[config.mk]
export PLATFORM = sky130hd
export DESIGN_NAME = sm2c_stream_converter
export DESIGN_NICKNAME = d
export VERILOG_FILES = /design/src/rtl/dtformat_pkg.sv /design/src/rtl/sm2c_lane.sv /design/src/rtl/sm2c_stream_converter.sv
export SDC_FILE = /design/constraint.sdc
export NUM_CORES = 2
export LEC_CHECK = 0
export BUFFER_PORTS_ARGS = -buffer_cell sky130_fd_sc_hd__buf_2
export CAP_MARGIN = 20
export CORE_AREA = 10 10 420 422
export CTS_BUF_LIST = sky130_fd_sc_hd__clkbuf_16
export CTS_CLUSTER_SIZE = 28
export DETAILED_ROUTE_END_ITERATION = 10
export DIE_AREA = 0 0 430 432
export GPL_ROUTABILITY_DRIVEN = 0
export PLACE_DENSITY_LB_ADDON = 0.08
export SLEW_MARGIN = 20
export SYNTH_ARGS = -nofsm -noshare
export SYNTH_HDL_FRONTEND = slang
export SYNTH_SLANG_ARGS = --single-unit
[constraint.sdc]
create_clock -name clk_i -period 2.4 [get_ports clk_i]
set_input_delay 0.12 -clock clk_i [delete_from_list [all_inputs] [get_ports clk_i]]
set_output_delay 0.12 -clock clk_i [all_outputs]
set_load 0.005 [all_outputs]
[src/rtl/dtformat_pkg.sv]
// Shared definitions for the signed-magnitude to two's complement stream converter:
// FSM state encoding and the per-word format conversion.
package dtformat_pkg;

   typedef enum logic {
      ST_IDLE = 1'b0,
      ST_SEND = 1'b1
   } state_t;

   // Widest word the conversion function handles; callers pass their own width.
   localparam int unsigned MAX_DATAW = 32;
   typedef logic [MAX_DATAW-1:0] word_t;

   // Converts a dataw-bit signed-magnitude word (zero-extended into word_t) to
   // dataw-bit two's complement. Negative zero maps to all zeros, so the most
   // negative two's complement code can never come out of this function.
   function automatic word_t sm2c_word(input word_t word, input int unsigned dataw);
      word_t mag_mask;
      word_t sign_mask;
      word_t mag;
      logic  sign;
      mag_mask  = (word_t'(1) << (dataw - 1)) - word_t'(1);
      sign_mask = mag_mask + word_t'(1);
      sign      = |(word & sign_mask);
      mag       = word & mag_mask;
      if (sign && (mag != '0)) begin
         sm2c_word = (~mag + word_t'(1)) & (mag_mask | sign_mask);
      end else begin
         sm2c_word = mag;
      end
   endfunction

endpackage

[src/rtl/sm2c_lane.sv]
// One lane of the converter: purely combinational SM -> 2C word conversion plus
// a flag marking a negative-zero input word.
module sm2c_lane
   import dtformat_pkg::*;
#(
   parameter int DATAW = 4
) (
   input  logic [DATAW-1:0] word_i,
   output logic [DATAW-1:0] word_2c_o,
   output logic             negzero_o
);

   assign word_2c_o = DATAW'(sm2c_word(word_t'(word_i), DATAW));
   assign negzero_o = word_i[DATAW-1] && (word_i[DATAW-2:0] == '0);

endmodule

[src/rtl/sm2c_stream_converter.sv]
// Captures a whole N-word signed-magnitude vector, then streams it out as
// N/LANES beats of LANES two's complement words with valid/ready handshaking.
module sm2c_stream_converter
   import dtformat_pkg::*;
#(
   parameter  int N      = 256,
   parameter  int DATAW  = 4,
   parameter  int LANES  = 16,
   localparam int NCHUNK = N / LANES,
   localparam int CW     = (NCHUNK > 1) ? $clog2(NCHUNK) : 1
) (
   input  logic                        clk_i,
   input  logic                        rst_ni,
   input  logic [N-1:0][DATAW-1:0]     data_sm_i,
   input  logic                        in_valid_i,
   output logic                        in_ready_o,
   output logic [LANES-1:0][DATAW-1:0] data_2c_o,
   output logic                        out_valid_o,
   input  logic                        out_ready_i,
   output logic [CW-1:0]               chunk_idx_o,
   output logic                        out_last_o,
   output logic [LANES-1:0]            negzero_o
);

   localparam int            IW         = (N > 1) ? $clog2(N) : 1;
   localparam logic [CW-1:0] LAST_CHUNK = CW'(NCHUNK - 1);

   if ((N % LANES) != 0 || DATAW < 2 || DATAW > int'(MAX_DATAW)) begin : g_bad_cfg
      $error("sm2c_stream_converter: N must be a multiple of LANES and 2 <= DATAW <= MAX_DATAW");
   end

   state_t                    state_q, state_d;
   logic [CW-1:0]             chunk_q, chunk_d;
   logic                      capture;
   logic [N-1:0][DATAW-1:0]   cap_q;
   logic [LANES-1:0][DATAW-1:0] chunk_sm;
   logic [LANES-1:0]          lane_negzero;
   logic                      send;

   assign send = (state_q == ST_SEND);

   // Next-state and chunk counter: accept in IDLE, walk the chunks in SEND.
   always_comb begin
      // NOTE: every output of this block gets a default first so no path leaves one unassigned (no latch).
      state_d = state_q;
      chunk_d = chunk_q;
      capture = 1'b0;
      case (state_q)
         ST_IDLE: begin
            if (in_valid_i) begin
               capture = 1'b1;
               chunk_d = '0;
               state_d = ST_SEND;
            end
         end
         ST_SEND: begin
            if (out_ready_i) begin
               if (chunk_q == LAST_CHUNK) begin
                  chunk_d = '0;
                  state_d = ST_IDLE;
               end else begin
                  chunk_d = chunk_q + 1'b1;
               end
            end
         end
         default: state_d = ST_IDLE;
      endcase
   end

   // State and chunk counter registers with synchronous reset.
   always_ff @(posedge clk_i) begin
      // NOTE: non-blocking assignments so every register samples pre-edge values.
      if (!rst_ni) begin
         state_q <= ST_IDLE;
         chunk_q <= '0;
      end else begin
         state_q <= state_d;
         chunk_q <= chunk_d;
      end
   end

   // Whole-vector capture register, loaded on the accepting handshake.
   always_ff @(posedge clk_i) begin
      // NOTE: this wide register is reset on purpose: data_2c_o must read zero right after reset.
      if (!rst_ni) begin
         cap_q <= '0;
      end else if (capture) begin
         cap_q <= data_sm_i;
      end
   end

   for (genvar j = 0; j < LANES; j++) begin : g_lane
      logic [IW-1:0] idx;
      assign idx         = IW'(int'(chunk_q) * LANES + j);
      assign chunk_sm[j] = cap_q[idx];

      sm2c_lane #(
         .DATAW(DATAW)
      ) u_lane (
         .word_i   (chunk_sm[j]),
         .word_2c_o(data_2c_o[j]),
         .negzero_o(lane_negzero[j])
      );
   end

   assign in_ready_o  = !send;
   assign out_valid_o = send;
   assign out_last_o  = send && (chunk_q == LAST_CHUNK);
   assign chunk_idx_o = chunk_q;
   assign negzero_o   = send ? lane_negzero : '0;

endmodule

=== Word level (Yosys, flattened, before mapping) ===
Cells that the tools add are included.

* $add $sub $neg: 32
* Multipliers: 0
* Div/mod/pow operators: 0
* Magnitude comparators: 16
* Eq/ne operators: 3
* Shift operators: 0
* Mux-type cells: 58
* Bitwise logic cells: 17
* Reduce and logical (&&, ||, !) cells: 67

{| class="wikitable"
|+ Operators with widths
! kind !! number
|-
| $reduce_bool 32->1 || 16
|-
| $bmux 4 s8 || 15
|-
| $lt 8x9->1 const B || 16
|-
| $mux 4 || 35
|-
| $add 4x1->4 const B || 17
|-
| $add 8x4->8 const B || 8
|-
| $not 3->4 || 16
|-
| $logic_not 3->1 || 16
|-
| $logic_and 1x1->1 || 33
|-
| $add 8x3->8 const B || 4
|-
| $add 8x2->8 const B || 2
|-
| $bmux 4 s4 || 1
|-
| $mux 16 || 1
|-
| $add 8x1->8 const B || 1
|-
| $pmux 4 s2 || 1
|-
| $eq 4x4->1 const B || 1
|-
| $mux 1 || 4
|-
| $ne 2x2->1 const B || 2
|-
| $pmux 1 s2 || 1
|-
| $reduce_and 2->1 || 1
|-
| $logic_not 1->1 || 1
|-
| $not 1->1 || 1
|}

* Register bits after elaboration: 1,029
* Latch bits: 0
* Bits in writable memories: 0
* ROM bits: 0
* Input port bits: 1,028
* Output and inout bits: 87
* Word-level logic and storage cells: 451
* Memories: 0

=== Logic depth before layout (Yosys ltp) ===
* Depth in word-level cells: 6
* Mapped depth: 16
* Mapped depth without buffers: 10

=== Modules after synthesis ===
From an unflattened synthesis, not the netlist that was laid out.

* Cell total of the unflattened synthesis: 5,477
* Area total of the unflattened synthesis: 47,770.8 um2

{| class="wikitable"
|+ By module, submodules not included
! module !! times used !! cells an instance !! area an instance (um2)
|-
| sm2c_stream_converter || 1 || 5,301 || 46,149.3
|-
| sm2c_lane || 16 || 11 || 101.3
|}

=== Worst setup path after synthesis ===
OpenSTA, ideal clock, no wires.

* Path kind: flip-flop to output port
* From: reg chunk_q[0] (netlist: chunk_idx_o[0])
* To: out data_2c_o[1] (netlist bit)
* Arrival time: 2.637 ns
* Data required time: 2.280 ns
* Setup slack: -0.357 ns
* Stages on the path, launching flop included: 16
* Buffers on the path: 6
* Path through: dfxtp_1 > buf_6 > buf_8 > buf_6 > buf_8 > buf_8 > buf_6 > mux2i_1 > a221oi_1 > o21ai_0 > nand2_1 > inv_1 > ha_1 > ha_1 > nand2b_1 > a31oi_1

{| class="wikitable"
|+ RTL lines
! element !! RTL line !! text
|-
| start, declared || sm2c_stream_converter.sv:33 || <nowiki>logic [CW-1:0] chunk_q, chunk_d;</nowiki>
|-
| start signal, assigned || sm2c_stream_converter.sv:78 || <nowiki>chunk_q <= chunk_d;</nowiki>
|-
| end, declared || sm2c_stream_converter.sv:17 || <nowiki>output logic [LANES-1:0][DATAW-1:0] data_2c_o,</nowiki>
|}

==> results.ini <==
[outcome]
outcome=finished with violations
failed_checks=negative setup slack

[route]
wirelength_um=263000
wl_met3_um=11600
wire_per_inst_um=26.0
drc=0
met2_length_um=124000
highest_layer=met5
ant_nets=0
vias=48800
viasPerCell=4.82
m1WireLength_um=108000
drt_iter0_drc=3098
dr.pass1.iters=5

[logic_synthesis]
synth_cell_type_count=30
yosys.area.top_type=dfxtp_1
syn_inst=5388
yosysWarnings=0
ys_ff_latch=1029
syn-cell-area_sq_um=46900
syn-num-nets=6449
synth_top_area_share_pct=43.9
avgSynthCellArea_sq_um=8.70
ys_top_cells_by_area=dfxtp_1 44%, nand2_1 17%, a21boi_0 16%
seq_area_frac_synth_pct=43.9

[global_route]
grt_pass1_wl_um=368000
grt_pass1_vias=51000
antenna_found_initial=46
grt_max_degree=141
overflow=0
grtUsageTotal_pct=27.0

[clock_network]
cts_sinks=1029
h-tree-depth=3
clk_pin_slew_ns=0.07
cts_tree=yes
cts_root_buffer=clkbuf_16
clockBufferDepth=3
insertion_delay_ns=0.78
cts_buffers=121

[die]
fp.dieArea_sq_um=186000
core_area_sq_um=168000
rows=151
die_height_um=432
dieWidth_um=430
ios=1115
start_util_pct=27.8

[sta]
fin_ws_ns=-1.42
rsz0062_at_grt=true
post-route-period-util_pct=159
setup_viol=80
worst_slew_pin_slew_ns=0.782
period_needed_ns=3.82
hold_violations=0
skew_ns=0.0331
tns_ns=-91.84
holdWs_ns=0.0747
relSlewSlack_pct=47.8
fmax_mhz=262
slew_violations=0

[setup_path]
end_kind=primary output
crit_buf_inv=5
cp_max_fo=12
crit_arrival_ns=3.70
cpMostUsedCell=buf_4
path_delay_family=buffers and inverters
critical_path_class=flip-flop to primary output
start_kind=flip-flop
cp_num_cells=13
cp_cell_sequence=buf_16, buf_4, mux4_2, a22oi_2, nand2_2, inv_2, ha_1, ha_2, nand2b_4, nor2_1, a31oi_1, buf_4, buf_2
reg2reg_depth=6
crit_slowest_cell=mux4_2
max_stage_delay_ns=0.69
cp_data_required_time_ns=2.28

[final_layout]
layout_common_cells=2089 x nand2_1, 1083 x buf_2, 1051 x dlygate4sd3_1, 1025 x a21boi_0, 1025 x dfxtp_1
num-nets-final=8825
drive_above_1_share_pct=28.3
design_area_sq_um=75000
syn_to_final_growth_pct=60.1
layout_commonest_cell=nand2_1
utilization_pct=44.6

[place]
portBuffers=1114
post_dp_cell_area_sq_um=58100
dp_hpwl_um=202000

[power_and_ir_drop]
max-vdd-ir-drop_uv=625
p_per_area_nw_per_um2=602
switching_share_pct=28.7
p_leak_nw=30.5
power_frac_seq_pct=41.5
p_int_w=0.0322
p_sw_w=0.0130
p_comb_share_pct=18.4
clkPwrFrac_pct=40.0

[hold_path]
hold_depth=5
min_path_type=input port to flip-flop

[flow_run]
drv_cap=0

## power groups by stage
stage	clock [W]	combinational [W]	sequential (W)
3_3_place_gp	0	0.00645	0.0191
5_1_grt	0.0192	0.00890	0.0189
3_5_place_dp	0	0.00648	0.0191
6_report	0.0181	0.00833	0.0188
4_1_cts	0.0185	0.00811	0.0187
2_1_floorplan	0	0.00314	0.0189
## layer usage
metal | up-vias | GRT usage (%)
met3 | 597 | 4.55
li1 | 23000 | -
met4 | 14 | 16.7
met1 | 23600 | 32.4
met2 | 1485 | 44.9
met5 | - | 0
## path summary, 6_finish.rpt
| kind | startpoint | end | slack [ns] |
|---|---|---|---|
| worst max-delay path | chunk_idx_o[0]$_SDFFE_PN0P_ | data_2c_o[37] | -1.42 |
| worst min-delay path | in_valid_i | cap_q[210]$_SDFFE_PN0P_ | 0.07 |
| worst max register to register | out_valid_o$_SDFF_PN0_ | cap_q[798]$_SDFFE_PN0P_ | 0.07 |
| worst min register to register | cap_q[224]$_SDFFE_PN0P_ | cap_q[224]$_SDFFE_PN0P_ | 0.46 |
## cells by family (layout without fill, tap and decap cells)
kind of cell / Yosys count / count (layout) / synth area share (%)
simple gates: 2177 / 2177 / 17.7
compound gates: 1271 / 1271 / 20.4
flops: 1029 / 1029 / 43.9
buf+inv: 509 / 2989 / 4.55
mux: 368 / 368 / 12.6
fa+ha+maj: 33 / 33 / 0.881
xor+xnor: 1 / 1 / 0.0187
other cells: 0 / 27 / 0
## worst register-to-register path, stage by stage, from the launching register on
cell and delay [ns]:
dfxtp_1 0.37, nor2b_4 0.28, buf_16 0.30, buf_16 0.38
nand2_1 0.21, a21boi_0 0.19, dlygate4sd3_1 0.57
## synthesized netlist by cell type (all sizes together)
cell type and number:
nand2 2100, dfxtp 1029, a21boi 1025, clkbuf 376, mux2i 192, mux4 176, a221oi 96, buf 67
inv 66, o21ai 49, a22oi 48, nor2 34, a31oi 33, ha 33, and3 18, nand2b 16
o31a 16, a21oi 3, nand3 3, nor2b 3, and2 2, nor3 1, o21a 1, xnor2 1
## final cells by class
| cell class | count | area (sq um) |
|---|---|---|
| Tap cell | 2218 | 2780 |
| Timing Repair Buffer | 2696 | 21800 |
| Multi-Input combinational cell | 3850 | 25600 |
| Fill cell | 16500 | 93300 |
| Clock buffer | 122 | 3050 |
| Sequential cell | 1029 | 20600 |
| Inverter | 66 | 248 |
| Clock inverter | 105 | 795 |
| Antenna cell | 27 | 67.6 |
## repair_timing
item	4_1_cts	5_1_grt
gates resized for setup	159	197
gates cloned	6	3
hold endpoints to repair	1029	0
pin swaps	23	33
endpoints found under the setup margin	81	99
buffers inserted	39	46
hold buffers	1051	0
## through the flow
| step | worst slack [ns] | std cells | power, W |
|---|---|---|---|
| after floorplan | -0.184 | 5388 | 0.0220 |
| after global placement | -0.927 | 8716 | 0.0255 |
| after detailed placement | -0.980 | 8716 | 0.0256 |
| after CTS | -1.52 | 10000 | 0.0454 |
| after global routing | -1.56 | 10100 | 0.0470 |
| final | -1.42 | 10100 | 0.0452 |
## state kept, by name (all words and copies together), names as in the netlist
register,cells
chunk_idx_o,4
out_valid_o,1
cap_q,1024
Power figures use the tool's default switching activity.
